[src/rtl/counter_seq_pkg.sv]
// Shared types and defaults for the retriggerable settling-timer counter.
// One-hot-free action decode keeps the next-state logic readable.
package counter_seq_pkg;

  localparam int unsigned CNTR_DW_DEF  = 3;
  localparam int unsigned CNTR_MAX_DEF = 5;

  typedef enum logic [1:0] {
    ACT_IDLE  = 2'd0,
    ACT_START = 2'd1,
    ACT_COUNT = 2'd2,
    ACT_TERM  = 2'd3
  } cntr_act_e;

  // True when the terminal count is representable in the counter width.
  function automatic bit max_fits(input int unsigned dw, input int unsigned max_v);
    if (dw >= 32) return 1'b1;
    return max_v < (32'd1 << dw);
  endfunction

endpackage

[src/rtl/counter_seq_if.sv]
// Control/status bundle between a command sequencer and its settling timer.
// The sequencer owns enable/start; the timer returns count and terminal strobe.
interface counter_seq_if #(
  parameter int unsigned dw = 3
) ();

  logic          enable;
  logic          start_strb;
  logic [dw-1:0] cntr;
  logic          strb;

  modport master (
    output enable,
    output start_strb,
    input  cntr,
    input  strb
  );

  modport slave (
    input  enable,
    input  start_strb,
    output cntr,
    output strb
  );

endinterface

[src/rtl/counter_seq.sv]
// Retriggerable settling timer: strb pulses max+1 enabled clocks after the last sampled start.
// No backpressure; enable low freezes all state, including a pending strb.
module counter_seq
  import counter_seq_pkg::*;
#(
  parameter int unsigned dw  = CNTR_DW_DEF,
  parameter int unsigned max = CNTR_MAX_DEF
) (
  input logic          clk,
  input logic          reset,
  counter_seq_if.slave bus
);

  if (!max_fits(dw, max)) begin : g_max_range
    $error("counter_seq: max does not fit in dw bits");
  end

  localparam logic [dw-1:0] MAX_C = dw'(max);
  localparam logic [dw-1:0] ONE_C = dw'(1);

  logic          run_q, run_d;
  logic [dw-1:0] cntr_q, cntr_d;
  logic          strb_q, strb_d;
  logic          terminal;
  cntr_act_e     act;

  assign terminal = run_q && (cntr_q == MAX_C);

  // Start outranks the terminal action, but the terminal strobe still fires.
  always_comb begin
    act = ACT_IDLE;
    if (bus.start_strb) begin
      act = ACT_START;
    end else if (run_q) begin
      act = terminal ? ACT_TERM : ACT_COUNT;
    end
  end

  always_comb begin
    run_d  = run_q;
    cntr_d = cntr_q;
    strb_d = strb_q;
    if (bus.enable) begin
      strb_d = terminal;
      case (act)
        ACT_START: begin
          cntr_d = '0;
          run_d  = 1'b1;
        end
        ACT_COUNT: begin
          cntr_d = cntr_q + ONE_C;
          run_d  = 1'b1;
        end
        ACT_TERM: begin
          cntr_d = '0;
          run_d  = 1'b0;
        end
        default: begin
          cntr_d = '0;
          run_d  = 1'b0;
        end
      endcase
    end
  end

  always_ff @(posedge clk or negedge reset) begin
    if (!reset) begin
      run_q  <= 1'b0;
      cntr_q <= '0;
      strb_q <= 1'b0;
    end else begin
      run_q  <= run_d;
      cntr_q <= cntr_d;
      strb_q <= strb_d;
    end
  end

  assign bus.cntr = cntr_q;
  assign bus.strb = strb_q;

endmodule

[src/flat_wrapper.sv]
// flat-port wrapper written by rule: the top's interface ports become plain ports
module counter_seq_flat import counter_seq_pkg::*;
#(
  parameter int unsigned dw  = CNTR_DW_DEF,
  parameter int unsigned max = CNTR_MAX_DEF
)
  (clk, reset, bus_enable, bus_start_strb, bus_cntr, bus_strb);
  counter_seq_if #(.dw(dw)) bus_i ();
  input logic clk;
  input logic reset;
  input wire logic [$bits(bus_i.enable)-1:0] bus_enable;
  input wire logic [$bits(bus_i.start_strb)-1:0] bus_start_strb;
  output wire logic [$bits(bus_i.cntr)-1:0] bus_cntr;
  output wire logic [$bits(bus_i.strb)-1:0] bus_strb;
  assign bus_i.enable = bus_enable;
  assign bus_i.start_strb = bus_start_strb;
  assign bus_cntr = bus_i.cntr;
  assign bus_strb = bus_i.strb;
  counter_seq #(.dw(dw), .max(max)) u_core (.clk(clk), .reset(reset), .bus(bus_i));
endmodule
[config.mk]
export PLATFORM = sky130hd
export DESIGN_NAME = counter_seq_flat
export DESIGN_NICKNAME = d
export VERILOG_FILES = /design/src/rtl/counter_seq_pkg.sv /design/src/rtl/counter_seq_if.sv /design/src/rtl/counter_seq.sv /design/src/flat_wrapper.sv
export SDC_FILE = /design/constraint.sdc
export NUM_CORES = 1
export LEC_CHECK = 0
export CAP_MARGIN = 20
export CORE_AREA = 4 4 41 43
export CTS_CLUSTER_SIZE = 14
export DETAILED_ROUTE_END_ITERATION = 10
export DIE_AREA = 0 0 45 47
export GPL_ROUTABILITY_DRIVEN = 0
export SYNTH_ARGS = -nofsm -noshare
export SYNTH_HDL_FRONTEND = slang
export SYNTH_SLANG_ARGS = --single-unit
[constraint.sdc]
create_clock -name clk -period 1.3 [get_ports clk]
set_clock_uncertainty 0.05 [all_clocks]
set_input_delay 0.13 -clock clk [delete_from_list [all_inputs] [get_ports clk]]
set_output_delay 0.13 -clock clk [all_outputs]
set_load 0.005 [all_outputs]
==> flow_summary.yaml <==
status:
  status: "finished clean"
placement:
  dpl_cell_area_sq_um: 368
  dp_slack_ns: -0.000540
  io_buffer_count: 7
clock_tree:
  htree_levels: 1
  clock_tree.buffer_depth: 2
  clk_latency_ns: 0.25
  cts_buffers: 3
  cts_root_buffer: "clkbuf_4"
  clk_pin_slew_ns: 0.05
  cts_tree: "built"
  clock_sinks: 5
  postCtsHoldBufs: 0
synthesis:
  ys_top_cells_by_area: "dfrtp_1, ha_1, nand3b_1"
  synth.cell_area_sq_um: 275
  avgSynthCellArea_sq_um: 10.6
  synth_xor_area_share_pct: 0
  synth_top_area_share_pct: 45.5
  yosys_warnings: 0
  ys_ff_latch: 5
  async_flop_share_pct: 100
  synth_compound_area_share_pct: 9.55
  muxShareOfSynthArea_pct: 0
  synth_top_family_by_area: "simple AND/OR/NAND/NOR gates"
  synthAdderAreaFrac_pct: 13.6
  netlist_instances: 26
  synth_edf_count: 0
  synth_top_area_cell: "dfrtp_1"
  synth_cell_type_count: 14
  synth_simple_gate_area_share_pct: 23.2
  syn_nets: 33
  ys_seq_area_share_pct: 45.5
  synthFlopType: "dfrtp_1"
worst_setup_path:
  start_kind: "flip-flop"
  crit_chain: "ha_4 -> a31oi_4 -> ha_4 -> nand4b_1 -> nand3_2"
  path_buf_inv: 0
  cp_max_fo: 4
  slowest_delay_ns: 0.40
  worstPathArrival_ns: 1.38
  worst-setup-path-type: "flip-flop to flip-flop"
  critPathSlowestCell: "dfrtp_1"
  cpLargestDelayFamily: "flip-flops"
  end_kind: "flip-flop"
  crit_top_cell: "ha_4"
  required_ns: 1.44
  r2r_slack_ns: 0.06
sta:
  rsz0062_at_grt: "true"
  setup_ws_ns: 0.0632
  setup_violations: 0
  slew_violations: 0
  max_freq_mhz: 809
  final-hold-violation-count: 0
  slew_headroom_pct: 80.6
  finalCriticalPeriod_ns: 1.24
  finalCritPeriodShare_pct: 95.1
  worst_slew_pin_slew_ns: 0.291
layout:
  layout_commonest_cell: "dfrtp_1"
  fin_nets: 47
  syn2layout_area_growth_pct: 61.4
  drive_gt1_share_pct: 28.2
  fin_area_sq_um: 444
  diodes: 0
  layout_common_cells: "dfrtp_1, nand3b_1, clkbuf_4, clkdlybuf4s50_1, buf_4"
pwr:
  ir_drop_uv: 447
  power_leakage_nw: 0.230
  fin_total_pwr_mw: 0.429
  powerDensity_nw_per_um2: 966
floorplanning:
  num_io_pins: 8
  die_h_um: 47
  fp.coreArea_sq_um: 1300
  die_x_um: 45
  initial_core_util_pct: 21.2
  rows: 13
  die_area_sq_um: 2120
grt:
  antenna_found_initial: 0
  grt_pass1_vias: 228
  grt_overflow: 0
  grt_max_degree: 11
  track_usage_pct: 6.50
  grt_pass1_wl_um: 897
routing:
  dr_total_vias: 230
  first_pass_iters: 4
  wl_per_cell_um: 10.5
  wl_um: 565
  drc_errors: 0
  via_per_inst: 4.26
  drt_iter0_drc: 4
  ant_nets: 0
run:
  drv_cap: 0
min_path:
  hp-class: "primary input to async pin"
==> synthesized netlist by cell type (3+ instances only) <==
master	count
nand3b_1	3
o21ai_0	3
inv_1	3
dfrtp_1	5
ha_1	3
==> state kept, by name, summed over array words and instances (netlist names) <==
register	flops
u_core.bus.cntr	3
u_core.run_q	1
u_core.bus.strb	1
==> repair_timing <==
| item | in CTS | in global routing |
|---|---|---|
| setup endpoints to repair | 4 | 6 |
| hold endpoints to repair | 0 | 0 |
| setup buffers | 1 | 0 |
| pin swaps | 0 | 5 |
| gates resized for setup | 3 | 9 |
==> path summary, 6_finish.rpt <==
check	start	to	cells after the start
max in group asynchronous	reset	u_core.bus.cntr[1]	1
worst min-delay path	reset	u_core.run_q	1
min in group clk	u_core.bus.strb	u_core.bus.strb	2
worst min register to register	u_core.bus.strb	u_core.bus.strb	2
worst max-delay path	u_core.bus.cntr[0]	u_core.bus.cntr[2]	5
worst max register to register	u_core.bus.cntr[0]	u_core.bus.cntr[2]	5
==> kinds of logic after synthesis <==
logic type	Yosys count
AND/OR/NAND/NOR	9
adder cells (fa/ha/maj)	3
AO/OA/AOI/OAI	5
flip-flops	5
buffers and inverters	4
==> power breakdown <==
group	switching [mW]	internal (mW)
Sequential	0.0104	0.165
Clock	0.0702	0.116
Combinational	0.0293	0.0379
Total	0.110	0.319
==> stage by stage <==
stage / setup TNS, ns / hold slack [ns] / utilization (%) / std cells
after global placement: 0 / 0.329 / 28.3 / 49
after CTS: 0 / 0.0569 / 30.9 / 54
after detailed placement: -0.000540 / 0.326 / 28.3 / 49
after floorplan: 0 / -0.216 / - / 26
after global routing: 0 / 0.0722 / 34.1 / 54
final: 0 / 0.0541 / 34.1 / 54
==> cell type report <==
cell class | instances | area, sq um
fill | 147 | 857
timing repair buffer | 10 | 95.1
multi-input combinational | 17 | 168
sequential | 5 | 125
tap | 15 | 18.8
inverter | 3 | 11.3
clock buffer | 4 | 26.3
==> routing by layer <==
metal  GRT usage [%]  wire length [um]
met1            6.67               240
met4            1.75                 0
met2            8.76               255
met3            7.28                69
met5               0                 0
Note: power is estimated with default switching activity, not from simulation.
==> RTL edit 1: new RTL, config.mk and constraints unchanged <==
Change the package constant `CNTR_DW_DEF` from 3 to 4.
--- a/src/rtl/counter_seq_pkg.sv
+++ b/src/rtl/counter_seq_pkg.sv
@@ -4,3 +4,3 @@
 
-  localparam int unsigned CNTR_DW_DEF  = 3;
+  localparam int unsigned CNTR_DW_DEF  = 4;
   localparam int unsigned CNTR_MAX_DEF = 5;
Interface: changed (resized bus_cntr); port bits go from 8 to 9. No check against the original RTL was run, so the function may have changed too.
==> RTL edit 1 against the unedited design <==
  * The run now ends with setup timing left
  * Maximum frequency fell by 24%
  * Setup slack got worse by 0.38 ns
  * Routed wire length rose by 45%
  * Synthesized cell count rose by 19%
  * Sequential cell count rose by 1
  * Area after synthesis rose by 16%
  * Power rose by 9.9%
  * Cell area rose by 25%
  * Largest cell class is now buffers
==> RTL edit 1: results (changes against the unedited design) <==
| Metric | Value |
|---|---|
| Part of the Yosys area used for sequential elements | 46.9% (+1.4 points) |
| Number of flip-flops in the largest register | 4 (+1) |
| Drt via density | 4.46 (+4.8%) |
| Post-Route M1 WL | 359 um (+50%) |
| First-pass DRT Iterations | 2 (-2) |
| Synth Net Count | 38 (+15%) |
| # port buffers | 8 (+1) |
| Highest Signal Layer | met4 |
| Status | complete, but fails checks |
| Routed WL | 821 um (+45%) |
| Net count, final | 65 (+38%) |
| Largest net degree at the start of global routing | 8 (-3) |
| Setup-failing EPs final | 6 (+6) |
| Crit-path max FO | 3 (-1) |
| Layout cells sized above 1 | 44.6% (+16 points) |
| Peak VDD IR | 0.000456 V (+2.0%) |
| Synth top area cells | dfrtp_1 47%, ha_1 12%, o21ai_0 6.3% |
| Met3 WL post-DR | 22 um (-68%) |
| Failing checks | setup timing |
| Area after DPL | 480 sq um (+31%) |
| Multiplexer area fraction after synthesis | 6.64% (+6.6 points) |
| Synth Area in Adders | 11.7% (-1.9 points) |
| Metal2 WL | 424 um (+66%) |
| Min setup slack post-route | -0.320 ns (-0.383 ns) |
| Arr. time, crit path | 1.70 ns (+0.32 ns) |
| Vias in the first global route | 319 (+40%) |
| Tot GR Track Use | 9.13% (+2.6 points) |
| Synth cell count leaders | 6 x dfrtp_1, 4 x o21ai_0, 3 x ha_1, 3 x inv_1 |
| First-pass GRT wire length | 1270 um (+41%) |
| Static leakage | 0.314 nW (+37%) |
| Post-Place Setup Slack | -0.301 ns (-0.301 ns) |
| DR iter-0 viols | 2 (-2) |
| Reg2reg path depth | 9 (+4) |
| Worst-Margin Slew | 0.308 ns (+0.0173 ns) |
| Post-synthesis compound-gate area fraction | 9.38% (-0.17 points) |
RTL edit 1: timing repair:
action / in CTS / in global routing
buffers inserted: 2 / 4
gates resized for setup: 5 / 6
setup endpoints to repair: 9 / 8
pin swaps: 1 / 1
gates cloned: 0 / 0
RTL edit 1: power breakdown:
group | leakage (nW) | switching (W) | internal [W]
logic | 0.220 | 0.0000361 | 0.0000532
registers | 0.0804 | 0.00000597 | 0.000196
clock network | 0.0138 | 0.0000752 | 0.000105
total | 0.314 | 0.000117 | 0.000354
RTL edit 1: final cells by class:
cell class                 count  area, sq um
fill                         146          744
timing repair buffer          23          198
multi-input combinational     21          156
sequential                     6          150
clock buffer                   3         22.5
tap                           15         18.8
inverter                       3         11.3
RTL edit 1: logic make-up after synthesis:
logic type      count (synthesis)
mux                             2
fa+ha+maj                       3
flops                           6
buf+inv                         4
simple gates                   10
compound gates                  6
RTL edit 1: worst paths after layout:
check	start	to	slack (ns)
worst max-delay path	u_core.bus.cntr[1]	u_core.bus.cntr[2]	-0.32
worst min-delay path	reset	u_core.bus.cntr[3]	0.09
worst max register to register	u_core.bus.cntr[1]	u_core.bus.cntr[2]	-0.32
worst min register to register	u_core.bus.strb	u_core.bus.strb	0.46
max in group asynchronous	reset	u_core.bus.cntr[2]	0.88
min in group clk	u_core.bus.strb	u_core.bus.strb	0.46
RTL edit 1: per-layer routing:
layer / vias up / GRT usage [%]
li1: 158 / -
met3: 2 / 2.30
met4: 0 / 10.5
met5: - / 0
met2: 5 / 15.3
met1: 152 / 8.55
RTL edit 1: per-stage QoR:
step           power, W  TNS (ns)  cells
4_1_cts        0.000470     -1.21     67
2_1_floorplan  0.000237    -0.568     31
5_1_grt        0.000507     -1.93     71
3_5_place_dp   0.000278    -0.940     62
6_report       0.000471     -1.39     71
3_3_place_gp   0.000275    -0.916     62
==> RTL edit 2: new RTL, same settings <==
Made on the original files. Reset style: synchronous (`reset`), changed in one clocked block.
--- a/src/rtl/counter_seq.sv
+++ b/src/rtl/counter_seq.sv
@@ -65,3 +65,3 @@
 
-  always_ff @(posedge clk or negedge reset) begin
+  always_ff @(posedge clk) begin
     if (!reset) begin
Formal check against the unedited RTL: differs if reset is asserted again (counterexample within 4 cycles, from zero or initial values and one cycle with reset low); with reset held inactive, the same outputs for 10 cycles.
==> RTL edit 2 against the unedited design <==
  * Sequential cell count unchanged
  * Power decreased by 12%
  * The run now ends with setup timing left
  * Sequential power decreased by 9%
  * Largest power group unchanged
  * Via count increased by 8.7%
  * Area after synthesis increased by 0.45%
  * Sequential share of layout area decreased by 4.2 points
  * Cell area decreased by 2.3%
  * Routed wire length increased by 0.18%
  * Utilization decreased by 0.77 points
  * Setup slack got worse by 0.12 ns
  * Global-route usage decreased by 0.26 points
  * Die area unchanged
==> RTL edit 2: results (changes against the unedited design) <==
| Metric | Value |
|---|---|
| Inverter count | 2 (-1) |
| Min setup slack post-route | -0.0616 ns (-0.125 ns) |
| DR WL/cell | 9.76 um (-6.7%) |
| Multi-In Gates | 20 (+3) |
| Failing checks | setup timing |
| Layout cells sized above 1 | 37.2% (+9.0 points) |
| Post-synth ARST share | 0% (-100 points) |
| DR iter-0 viols | 7 (+3) |
| Unique masters post-synth | 18 (+4) |
| Area after DPL | 390 sq um (+6.1%) |
| Post-Syn Instances | 28 (+7.7%) |
| Synth cell count leaders | 5 x dfxtp_1, 3 x ha_1 |
| Metal2 WL | 240 um (-5.9%) |
| Part of the Yosys area used for sequential elements | 36.2% (-9.3 points) |
| Buffer share of cell area | 24.2% (+2.8 points) |
| Post-Place Setup Slack | -0.121 ns (-0.120 ns) |
| Synth top area cells | dfxtp_1 36%, ha_1 14%, a21boi_0 5.4% |
| Clock network area share | 6.05% (+0.14 points) |
| Setup TNS | -0.0844 ns (-0.0844 ns) |
| Routed WL | 566 um (+0.18%) |
| Setup-failing EPs final | 2 (+2) |
| Multi-input combinational area share | 39.8% (+2.0 points) |
| Slowest stage cell on the critical path | dfxtp_2 |
| Arr. time, crit path | 1.50 ns (+0.12 ns) |
| Sequential cells | 5 (unchanged) |
| Routed vias | 250 (+8.7%) |
| P_int | 0.000294 W (-8.0%) |
| Placed cell count | 53 (+8.2%) |
| Post-CTS Resized | 4 (+1) |
| Post-synthesis compound-gate area fraction | 18.6% (+9.0 points) |
| R2R Path Start | u_core.bus.cntr[1] |
| Worst-Margin Slew | 0.315 ns (+0.0246 ns) |
| Synth Area in Adders | 13.6% (-0.062 points) |
| Post-Route M1 WL | 259 um (+7.9%) |
| Min-Delay Path Class | reg2reg |
| Kind of cell adding the most delay to the critical path | adder cells |
| Seq area share | 23.9% (-4.2 points) |
| Static leakage | 0.180 nW (-21%) |
| Status | complete, but fails checks |
| First-pass GRT wire length | 855 um (-4.7%) |
| Peak VDD IR | 0.000322 V (-28%) |
| Bufs w/o clock | 12 (+2) |
RTL edit 2: per-layer routing:
metal / global-route usage, % / vias to the layer above
li1: - / 129
met4: 7.02 / 0
met2: 8.19 / 10
met3: 3.45 / 2
met1: 6.61 / 109
met5: 0 / -
RTL edit 2: final timing paths:
check | to | slack, ns | depth (start not counted)
hold / removal | u_core.bus.strb | 0.44 | 2
hold reg to reg | u_core.bus.strb | 0.44 | 2
setup / recovery | u_core.bus.cntr[2] | -0.06 | 7
setup reg to reg | u_core.bus.cntr[2] | -0.06 | 7
RTL edit 2: power by group through the flow:
stage	logic [W]	registers, W	clock network [W]
finish	0.0000343	0.000160	0.000183
global route	0.0000384	0.000160	0.000207
CTS	0.0000344	0.000160	0.000190
detailed placement	0.0000341	0.000162	0
global placement	0.0000342	0.000162	0
floorplan	0.0000194	0.000162	0
